<file path="src/rtl/demux_pkg.sv">
// Shared constants and the select decode for the four-way dispatch demux.
package demux_pkg;

    localparam int NUM_PORTS  = 4;
    localparam int DROP_CNT_W = 8;
    localparam logic [DROP_CNT_W-1:0] DROP_CNT_MAX = 8'd255;

    typedef logic [NUM_PORTS-1:0] port_mask_t;

    // Isolates the lowest set bit, so port0 has highest priority; zero stays zero.
    function automatic port_mask_t decode_select(input port_mask_t sel);
        return sel & (~sel + port_mask_t'(1));
    endfunction

endpackage

</file>
<file path="src/rtl/demux_out_slot.sv">
// One-entry valid/ready output register: holds a word until the consumer takes it.
module demux_out_slot #(
    parameter int WIDTH = 8
) (
    input  logic             clk,
    input  logic             rst_n,
    input  logic             wr_en,
    input  logic [WIDTH-1:0] wr_data,
    input  logic             out_ready,
    output logic             out_valid,
    output logic [WIDTH-1:0] out_data,
    output logic             can_accept
);

    // Empty, or draining this cycle: a refill lands with no bubble.
    assign can_accept = !out_valid || out_ready;

    // NOTE: sequential state uses non-blocking assignments so every register
    // samples pre-edge values regardless of statement order.
    always_ff @(posedge clk or negedge rst_n) begin
        if (!rst_n) begin
            out_valid <= 1'b0;
            // NOTE: the data word is reset too, so outputs are defined
            // immediately on reset rather than holding stale contents.
            out_data  <= '0;
        end else if (wr_en) begin
            out_valid <= 1'b1;
            out_data  <= wr_data;
        end else if (out_ready) begin
            out_valid <= 1'b0;
        end
    end

endmodule

</file>
<file path="src/rtl/demux_dispatch.sv">
// Priority-decoded 1-to-4 stream demux with per-port output slots and a
// saturating counter of words dropped for an empty select.
module demux_dispatch
    import demux_pkg::*;
#(
    parameter int WIDTH = 8
) (
    input  logic                  clk,
    input  logic                  rst_n,
    input  logic                  in_valid,
    output logic                  in_ready,
    input  logic [WIDTH-1:0]      in_data,
    input  logic [3:0]            in_select,
    output logic [3:0]            out_valid,
    input  logic [3:0]            out_ready,
    output logic [WIDTH-1:0]      out_data0,
    output logic [WIDTH-1:0]      out_data1,
    output logic [WIDTH-1:0]      out_data2,
    output logic [WIDTH-1:0]      out_data3,
    output logic [DROP_CNT_W-1:0] drop_cnt
);

    port_mask_t       sel_onehot;
    port_mask_t       slot_can_accept;
    port_mask_t       slot_wr_en;
    logic             accept;
    logic             drop_accept;
    logic [WIDTH-1:0] slot_data [NUM_PORTS];

    assign sel_onehot = decode_select(in_select);

    // NOTE: in_ready gets its default first so no path through this block
    // leaves it unassigned, which would infer a latch.
    always_comb begin
        in_ready = 1'b1;
        if (sel_onehot != '0) begin
            in_ready = |(sel_onehot & slot_can_accept);
        end
    end

    assign accept      = in_valid && in_ready;
    assign slot_wr_en  = accept ? sel_onehot : '0;
    assign drop_accept = accept && (sel_onehot == '0);

    for (genvar i = 0; i < NUM_PORTS; i++) begin : g_slot
        demux_out_slot #(
            .WIDTH (WIDTH)
        ) u_slot (
            .clk        (clk),
            .rst_n      (rst_n),
            .wr_en      (slot_wr_en[i]),
            .wr_data    (in_data),
            .out_ready  (out_ready[i]),
            .out_valid  (out_valid[i]),
            .out_data   (slot_data[i]),
            .can_accept (slot_can_accept[i])
        );
    end

    assign out_data0 = slot_data[0];
    assign out_data1 = slot_data[1];
    assign out_data2 = slot_data[2];
    assign out_data3 = slot_data[3];

    always_ff @(posedge clk or negedge rst_n) begin
        if (!rst_n) begin
            drop_cnt <= '0;
        end else if (drop_accept && (drop_cnt != DROP_CNT_MAX)) begin
            drop_cnt <= drop_cnt + 1'b1;
        end
    end

endmodule

</file>
<file path="config.mk">
export PLATFORM = sky130hd
export DESIGN_NAME = demux_dispatch
export DESIGN_NICKNAME = d
export VERILOG_FILES = /design/src/rtl/demux_pkg.sv /design/src/rtl/demux_out_slot.sv /design/src/rtl/demux_dispatch.sv
export SDC_FILE = /design/constraint.sdc
export NUM_CORES = 1
export LEC_CHECK = 0
export CAP_MARGIN = 20
export CORE_MARGIN = 2
export CORE_UTILIZATION = 48
export CTS_CLUSTER_SIZE = 14
export DETAILED_ROUTE_END_ITERATION = 10
export PLACE_DENSITY = 0.95
export SYNTH_ARGS = -nofsm -noshare
export SYNTH_HDL_FRONTEND = slang
export SYNTH_SLANG_ARGS = --single-unit
</file>
<file path="constraint.sdc">
create_clock -name clk -period 3.85 [get_ports clk]
set_input_delay 0.5775 -clock clk [delete_from_list [all_inputs] [get_ports clk]]
set_output_delay 0.5775 -clock clk [all_outputs]
set_load 0.01 [all_outputs]
</file>
==> results of run 1 <==
-- cell families after synthesis --
kind of cell | count (synthesis) | share of synthesized area, %
buf+inv | 8 | 2.83
flops | 44 | 57.9
xor+xnor | 3 | 1.38
mux | 36 | 21.3
simple gates | 41 | 13.2
compound gates | 7 | 2.76
fa+ha+maj | 1 | 0.658
-- path summary, 6_finish.rpt --
check                                              from                      endpoint  slack, ns
min in group clk           g_slot[1].u_slot.out_data[4]  g_slot[1].u_slot.out_data[4]       0.49
max in group asynchronous                         rst_n    g_slot[1].u_slot.out_valid       2.83
min reg2reg                g_slot[1].u_slot.out_data[4]  g_slot[1].u_slot.out_data[4]       0.49
max reg2reg                  g_slot[1].u_slot.out_valid  g_slot[1].u_slot.out_data[0]       2.22
min                                               rst_n  g_slot[0].u_slot.out_data[2]       0.43
max                                        in_select[0]                      in_ready       1.08
-- sequential cells by signal (all words and copies together) (netlist names) --
register                 flops
drop_cnt                     8
g_slot.u_slot.out_valid      4
g_slot.u_slot.out_data      32
-- final cells by class --
class / count / share of cell area, %
tap: 48 / 2.28
inverter: 1 / 0.142
clock buffer: 7 / 3.27
sequential: 44 / 41.7
timing repair buffer: 64 / 24.0
multi-input combinational: 88 / 28.3
clock inverter: 1 / 0.284
-- Yosys cell counts, drive strengths merged --
cell type | instances | area [sq um]
o221ai | 1 | 8.76
nor2 | 9 | 43.8
mux2 | 36 | 405
buf | 7 | 50.0
dfrtp | 44 | 1100
a21oi | 2 | 10.0
nand3 | 4 | 25.0
ha | 1 | 12.5
inv | 1 | 3.75
o21ai | 1 | 5.00
a41oi | 1 | 8.76
nor2b | 3 | 21.3
nand4 | 5 | 61.3
nand3b | 1 | 7.51
nand2b | 6 | 37.5
and3 | 1 | 6.26
xor2 | 3 | 26.3
a211oi | 1 | 12.5
o211ai | 1 | 7.51
nand2 | 11 | 41.3
and2 | 1 | 6.26
-- power by group --
group          internal [uW]  leakage, uW  switching, uW  total [uW]
clock network            146    0.0000445            146         291
registers                550     0.000543           54.6         605
logic                    231     0.000530            143         374
-- worst max-delay path: stages --
cell             delay [ns]
clkdlybuf4s50_1        0.51
nor2_4                 0.27
o221ai_1               0.16
o211ai_1               0.11
clkdlybuf4s50_1        0.56
-- stage by stage --
step | setup slack, ns | std cells
after floorplan | 2.18 | 140
after CTS | 1.08 | 253
after global placement | 1.12 | 245
final | 1.08 | 253
after detailed placement | 1.07 | 245
after global routing | 0.943 | 253
-- layer usage --
layer / track usage, % / up-vias / wire [um]
li1: - / 612 / -
met1: 24.4 / 657 / 1660
met2: 32.0 / 44 / 1940
met3: 7.26 / 0 / 279
met4: 6.63 / 0 / 0
met5: 0 / - / 0
==> results.md, run 1 <==
* Status: complete, no violations
* Critical path arrival at 2.19 ns
* Hold Path Class: input port to asynchronous set/reset pin
* R2R cell count at 3
* Placement Cell Area at 2540 sq um
* Drt drc at 0
* Core Util, Final at 70.5%
* Initial antenna violation count at 0
* Static Leak at 0.00112 uW
* Cell Rows at 22
* Cell Area, Synth at 1900 sq um
* DIE HEIGHT at 66.9 um
* Clk slew on worst S/H paths at 0.08 ns
* Antenna Cells at 0
* #FFs+latches synth at 44
* Actual slew at the worst max-slew pin at 0.938 ns
* Fin area at 2640 sq um
* VDD IR max at 348 uV
* Max Slew Vio Count at 0
* First-pass GRT wire length at 6.51 mm
* Final HPWL from detailed placement at 2.84 mm
* DR vias at 1313
* Vias per cell at 5.19
* Pwr/cell area at 481 nW/um^2
* Fillcell total at 291
* Relative slew margins at 37.5%
* CP endpoint kind: primary output
* Core Box Area at 3740 sq um
* TritonCTS Buffers at 5
* # clock sinks at 44
* Grt ovf at 0
* GRT Total Usage at 19.7%
* Ys Warns at 0
* FF/Latch Area at 1100 sq um
* Post-CTS Repair Setup Buffers at 0
* Final WL at 3.88 mm
* Netlist cell types at 28
* CP Class: input port to primary output
* Total power at 1270 uW
* NumNets Final at 224
* Fmax at 361 MHz
* Area grow syn2layout at 38.7%
* I/O pin cnt at 64
* Fin crit share at 71.9%
* Root buffer cell: clkbuf_8
* Hold buffers post-CTS at 0
* Pin count of the biggest net entering global routing at 45
* Final hold vios at 0
* Cts repair resizes at 0
* Syn Area/Cell at 13.6 sq um
* Port bufs at 63
* Drt initial violations at 60
* Routed WL per cell at 15.3 um
* DRT Pass-1 Iters at 4
* Antenna-violating nets left at 0
* Clock Skew at 0.00218 ns
* Setup TNS at 0 ns
* RSZ-0062 raised after global routing: no
* Final setup vio count at 0
* Multi-input gate area at 747 sq um
* CTS max path bufs at 2
* Initial Util at 50.8%
* Commonest non-fill, non-tap cells in the layout: clkdlybuf4s50_1, dfrtp_1, mux2_2, nand2_1, mux2_1
* Post-layout min period at 2.77 ns
* Die Area at 4480 sq um
* Number of max-cap violations at 0
* Layout cells sized above 1 at 20.5%
* CP Launch Type: input port
* Later-pin clock latency in the skew report at 0.28 ns
* WP data required at 3.27 ns
* RePlAce Congestion at 0.848
* Vias in the first global route at 1360
* CP max FO at 8
* Gate Count Post-Synth at 140
* Sequential element share of the synthesized area at 57.9%
* H-Tree Depth at 2
* Hold WS at 0.430 ns
* Post-synth net total at 160
* Die width at 66.9 um
* CTS tree: done
* Most common cell after layout, fill and taps aside: clkdlybuf4s50_1
Power figures use the tool's default switching activity.
==> run 2, diff against run 1 <==
--- a/config.mk
+++ b/config.mk
@@ -7,10 +7,10 @@
 export LEC_CHECK = 0
 export CAP_MARGIN = 20
 export CORE_MARGIN = 2
-export CORE_UTILIZATION = 48
+export CORE_UTILIZATION = 45
 export CTS_CLUSTER_SIZE = 14
 export DETAILED_ROUTE_END_ITERATION = 10
-export PLACE_DENSITY = 0.95
+export PLACE_DENSITY = 0.9
 export SYNTH_ARGS = -nofsm -noshare
 export SYNTH_HDL_FRONTEND = slang
 export SYNTH_SLANG_ARGS = --single-unit
==> constraint.sdc (replaced) <==
create_clock -name clk -period 2.75 [get_ports clk]
set_input_delay 0.4125 -clock clk [delete_from_list [all_inputs] [get_ports clk]]
set_output_delay 0.4125 -clock clk [all_outputs]
set_load 0.01 [all_outputs]
==> results.md, run 2 (synthesized netlist as in run 1, its figures left out) <==
* WP data required at 2.34 ns
* Largest register by flop count: g_slot.u_slot.out_data
* DRT Pass-1 Iters at 4
* Die Area at 4760 sq um
* Initial antenna violation count at 0
* Antenna-violating nets left at 0
* RR Startpoint: drop_cnt[0]
* FF/Latch Area at 1100 sq um
* Power share of the clock group at 28.2%
* Drt initial violations at 39
* Hold Path Class: input port to asynchronous set/reset pin
* GRT Total Usage at 18.0%
* Commonest non-fill, non-tap cells in the layout: clkdlybuf4s50_1, dfrtp_1, mux2_2, nand2_1, mux2_1
* DR vias at 1302
* CP endpoint kind: primary output
* Multi-input gate area at 747 sq um
* Initial Util at 47.2%
* Clk slew on worst S/H paths at 0.08 ns
* CTS tree: done
* CP Class: input port to primary output
* Sw frac at 25.7%
* NumNets Final at 226
* Fillcell total at 312
* Layout cells sized above 1 at 21.7%
* Relative slew margins at 36.8%
* Sequential share of power at 44.4%
* Actual slew at the worst max-slew pin at 0.949 ns
* Drt drc at 0
* Fin crit share at 85.4%
* Routed WL per cell at 15.4 um
* DIE HEIGHT at 69.0 um
* RePlAce Congestion at 0.783
* VDD IR max at 460 uV
* Clock Skew at 0.00565 ns
* # clock sinks at 44
* Largest register FFs at 32
* Later-pin clock latency in the skew report at 0.30 ns
* Grt ovf at 0
* Number of max-cap violations at 0
* Vias in the first global route at 1369
* Root buffer cell: clkbuf_8
* Met2 WL post-DR at 1.84 mm
* Worst setup margin at 0.401 ns
* RSZ-0062 raised after global routing: no
* CTS max path bufs at 2
* Final setup vio count at 0
* Final HPWL from detailed placement at 2.82 mm
* Post-layout min period at 2.35 ns
* Reg-to-Reg End: drop_cnt[6]
* Most common cell after layout, fill and taps aside: clkdlybuf4s50_1
* Reg2Reg Setup Slack at 1.26 ns
* Post-Route M1 WL at 1.72 mm
* I/O pin cnt at 64
* Area grow syn2layout at 41.4%
* First-pass GRT wire length at 6.78 mm
* Comb power frac at 27.4%
* Cell Rows at 23
* Hold buffers post-CTS at 0
* DR WL met3 at 361 um
* Pin count of the biggest net entering global routing at 45
* Antenna Cells at 0
* Die width at 69.0 um
* Cell-internal power at 1420 uW
* H-Tree Depth at 2
* Vias per cell at 5.07
* Total power at 1910 uW
* Pwr/cell area at 709 nW/um^2
* Post-CTS Repair Setup Buffers at 0
* Top routing layer in use: met4
* Hold WS at 0.253 ns
* Setup TNS at 0 ns
* Status: complete, no violations
* Critical path arrival at 1.94 ns
* Port bufs at 63
* Final WL at 3.96 mm
* Fmax at 426 MHz
* Final hold vios at 0
* Core Box Area at 4030 sq um
* TritonCTS Buffers at 5
* Pre-CTS setup slack at 0.399 ns
* Biggest regs: g_slot.u_slot.out_data (32), drop_cnt (8), g_slot.u_slot.out_valid (4)
* CP max FO at 5
* Static Leak at 0.00115 uW
* R2R cell count at 5
* Max Slew Vio Count at 0
* CP Launch Type: input port
* Psw at 489 uW
* Cts repair resizes at 0
-- run 2: changes by cell type in the layout (fill, tap and decap cells not counted) --
cell and change:
clkbuf_8 +1, clkbuf_1 -1, bufinv_16 +1, clkinvlp_4 -1, buf_4 +2
-- run 2: through the flow --
stage | instance area (sq um) | utilization (%) | cells
finish | 2690 | 66.7 | 257
global route | 2690 | 66.7 | 257
CTS | 2690 | 66.7 | 257
detailed placement | 2560 | 63.6 | 249
global placement | 2560 | 63.6 | 249
floorplan | 1900 | - | 140
-- run 2: layout make-up --
type,count,area share [%]
inverters,1,0.140
clock inverters,1,1.12
clock buffers,7,3.58
flip-flops and latches,44,40.9
multi-input cells,88,27.8
repair buffers,66,24.1
well taps,50,2.33
-- run 2: worst max-delay path by stage --
stage / cells past startpoint / from / endpoint / slack, ns
after floorplan: 5 / drop_cnt[0] / drop_cnt[6] / 1.33
after global placement: 6 / in_select[2] / in_ready / 0.41
after detailed placement: 6 / in_select[2] / in_ready / 0.40
after CTS: 6 / in_select[2] / in_ready / 0.38
after global routing: 6 / in_select[2] / in_ready / 0.27
final: 6 / in_select[2] / in_ready / 0.40
-- run 2: power groups by stage --
stage,Clock [uW],Combinational (uW),Sequential [uW]
after floorplan,0,144,906
after global placement,0,517,852
after detailed placement,0,526,857
after CTS,555,530,848
after global routing,580,558,865
final,538,521,846
-- run 2: worst max-delay path: stages --
cell	delay (ns)
clkdlybuf4s50_1	0.60
inv_1	0.09
nand2_1	0.06
o221ai_1	0.10
o211ai_1	0.10
clkdlybuf4s50_1	0.57
-- run 2: routing by layer --
| layer | GRT usage, % | up-vias |
|---|---|---|
| met3 | 8.77 | 6 |
| li1 | - | 618 |
| met2 | 27.9 | 46 |
| met5 | 0 | - |
| met4 | 6.54 | 0 |
| met1 | 21.8 | 632 |
==> run 3, diff against run 2 <==
--- a/config.mk
+++ b/config.mk
@@ -10,7 +10,9 @@
 export CORE_UTILIZATION = 45
 export CTS_CLUSTER_SIZE = 14
 export DETAILED_ROUTE_END_ITERATION = 10
+export MAX_ROUTING_LAYER = met4
 export PLACE_DENSITY = 0.9
+export RECOVER_POWER = 100
 export SYNTH_ARGS = -nofsm -noshare
 export SYNTH_HDL_FRONTEND = slang
 export SYNTH_SLANG_ARGS = --single-unit
==> results.md, run 3 (synthesized netlist as in run 1, its figures left out) <==
* Status: complete, but fails checks
* Failing checks: max-capacitance violations, max-slew violations
* DIE HEIGHT at 69.0 um
* Post-placement cell count at 249
* Final hold vios at 0
* DRT Pass-1 Iters at 4
* Antenna-violating nets left at 0
* Actual slew at the worst max-slew pin at 2.27 ns
* Fin cells at 257
* Most common cell after layout, fill and taps aside: dlygate4sd3_1
* Hold buffers post-CTS at 0
* Vias in the first global route at 1372
* Commonest non-fill, non-tap cells in the layout: dlygate4sd3_1, dfrtp_1, mux2_2, clkdlybuf4s50_1, nand2_1
* Crit-path cells: dlygate4sd3_1 -> nor2_4 -> o221ai_1 -> o211ai_1 -> dlygate4sd3_1
* Sequential share of power at 45.5%
* Delay-heaviest family, CP: buffers and inverters
* Drt drc at 0
* CP Launch Type: input port
* Core Box Area at 4030 sq um
* First-pass GRT wire length at 6.78 mm
* Number of buffers and inverters on the critical path at 2
* Clock Skew at 0.00381 ns
* CP Class: input port to primary output
* Most used cell, CP: dlygate4sd3_1
* Sw frac at 26.1%
* CP max FO at 5
* Biggest regs: g_slot.u_slot.out_data (32), drop_cnt (8), g_slot.u_slot.out_valid (4)
* Core Util, Final at 65.4%
* Vias per cell at 5.10
* DR vias at 1311
* Root buffer cell: clkbuf_8
* Cell Rows at 23
* Die Area at 4760 sq um
* Layout cells sized above 1 at 17.4%
* Post-CTS Repair Setup Buffers at 0
* Largest register by flop count: g_slot.u_slot.out_data
* Initial Util at 47.2%
* Fmax at 418 MHz
* Crit-path max cell delay at 0.63 ns
* RePlAce Congestion at 0.794
* Hold Path Class: register to register
* Grt ovf at 0
* Multi-input gate area at 704 sq um
* Cell-internal power at 1370 uW
* Area grow syn2layout at 38.5%
* Largest register FFs at 32
* RSZ-0062 raised after global routing: no
* GRT Total Usage at 18.6%
* TritonCTS Buffers at 5
* Pin count of the biggest net entering global routing at 45
* Die width at 69.0 um
* VDD IR max at 455 uV
* I/O pin cnt at 64
* Comb power frac at 25.4%
* NumNets Final at 226
* Slowest cell on the critical path: dlygate4sd3_1
* Total power at 1850 uW
* Later-pin clock latency in the skew report at 0.30 ns
* CTS tree: done
* Cts repair resizes at 0
* Post-layout min period at 2.39 ns
* Antenna Cells at 0
* Port bufs at 63
* Setup TNS at 0 ns
* H-Tree Depth at 2
* Static Leak at 0.00118 uW
* Final HPWL from detailed placement at 2.82 mm
* Pwr/cell area at 701 nW/um^2
* CP endpoint kind: primary output
* Max Slew Vio Count at 45
* Final WL at 3.98 mm
* WP data required at 2.34 ns
* Psw at 481 uW
* Final setup vio count at 0
* CTS max path bufs at 2
* FF/Latch Area at 1100 sq um
* Fillcell total at 321
* Power share of the clock group at 29.1%
* Routed WL per cell at 15.5 um
* Number of max-cap violations at 1
* Initial antenna violation count at 0
* # clock sinks at 44
* Critical path arrival at 1.98 ns
* Clk slew on worst S/H paths at 0.08 ns
* Relative slew margins at -51.6%
* Drt initial violations at 40
* Fin crit share at 87.1%
-- run 3: final timing paths --
kind                                              startpoint                           end  slack, ns  cells after the start
worst max-delay path                            in_select[0]                      in_ready       0.36                      5
worst min-delay path            g_slot[1].u_slot.out_data[0]  g_slot[1].u_slot.out_data[0]       0.48                      1
worst max register to register    g_slot[2].u_slot.out_valid  g_slot[2].u_slot.out_data[7]       1.14                      3
worst min register to register  g_slot[1].u_slot.out_data[0]  g_slot[1].u_slot.out_data[0]       0.48                      1
max in group asynchronous                              rst_n  g_slot[1].u_slot.out_data[5]       0.67                      1
min in group asynchronous                              rst_n                   drop_cnt[3]       0.78                      1
-- run 3: routing by layer --
metal / vias up / wire length [um] / global-route usage, %
met1: 636 / 1780 / 22.7
met5: - / 0 / -
met4: 0 / 29 / 6.54
li1: 621 / - / -
met3: 4 / 299 / 7.89
met2: 50 / 1880 / 27.9
-- run 3: cell type report --
class	instances	share of cell area, %
flip-flops and latches	44	41.8
multi-input cells	88	26.7
repair buffers	66	24.1
clock buffers	7	3.66
well taps	50	2.38
clock inverters	1	1.14
inverters	1	0.143
-- run 3: stage by stage --
stage / hold WS, ns / worst slack, ns / instance area (sq um)
finish: 0.484 / 0.355 / 2630
global route: 0.507 / 0.138 / 2630
CTS: 0.292 / 0.383 / 2690
detailed placement: 0.475 / 0.399 / 2560
global placement: 0.466 / 0.410 / 2560
floorplan: 0.117 / 1.33 / 1900
-- run 3: power groups by stage --
stage          Combinational [uW]  Sequential, uW  Clock, uW
2_1_floorplan                 144             906          0
3_3_place_gp                  517             852          0
3_5_place_dp                  526             857          0
4_1_cts                       530             848        555
5_1_grt                       503             859        582
6_report                      468             840        538
-- run 3: worst reg2reg max path: stages, from the launching register on --
cell and delay (ns):
dfrtp_1 0.38, nand2b_1 0.13, nand4_1 0.51, mux2_2 0.48
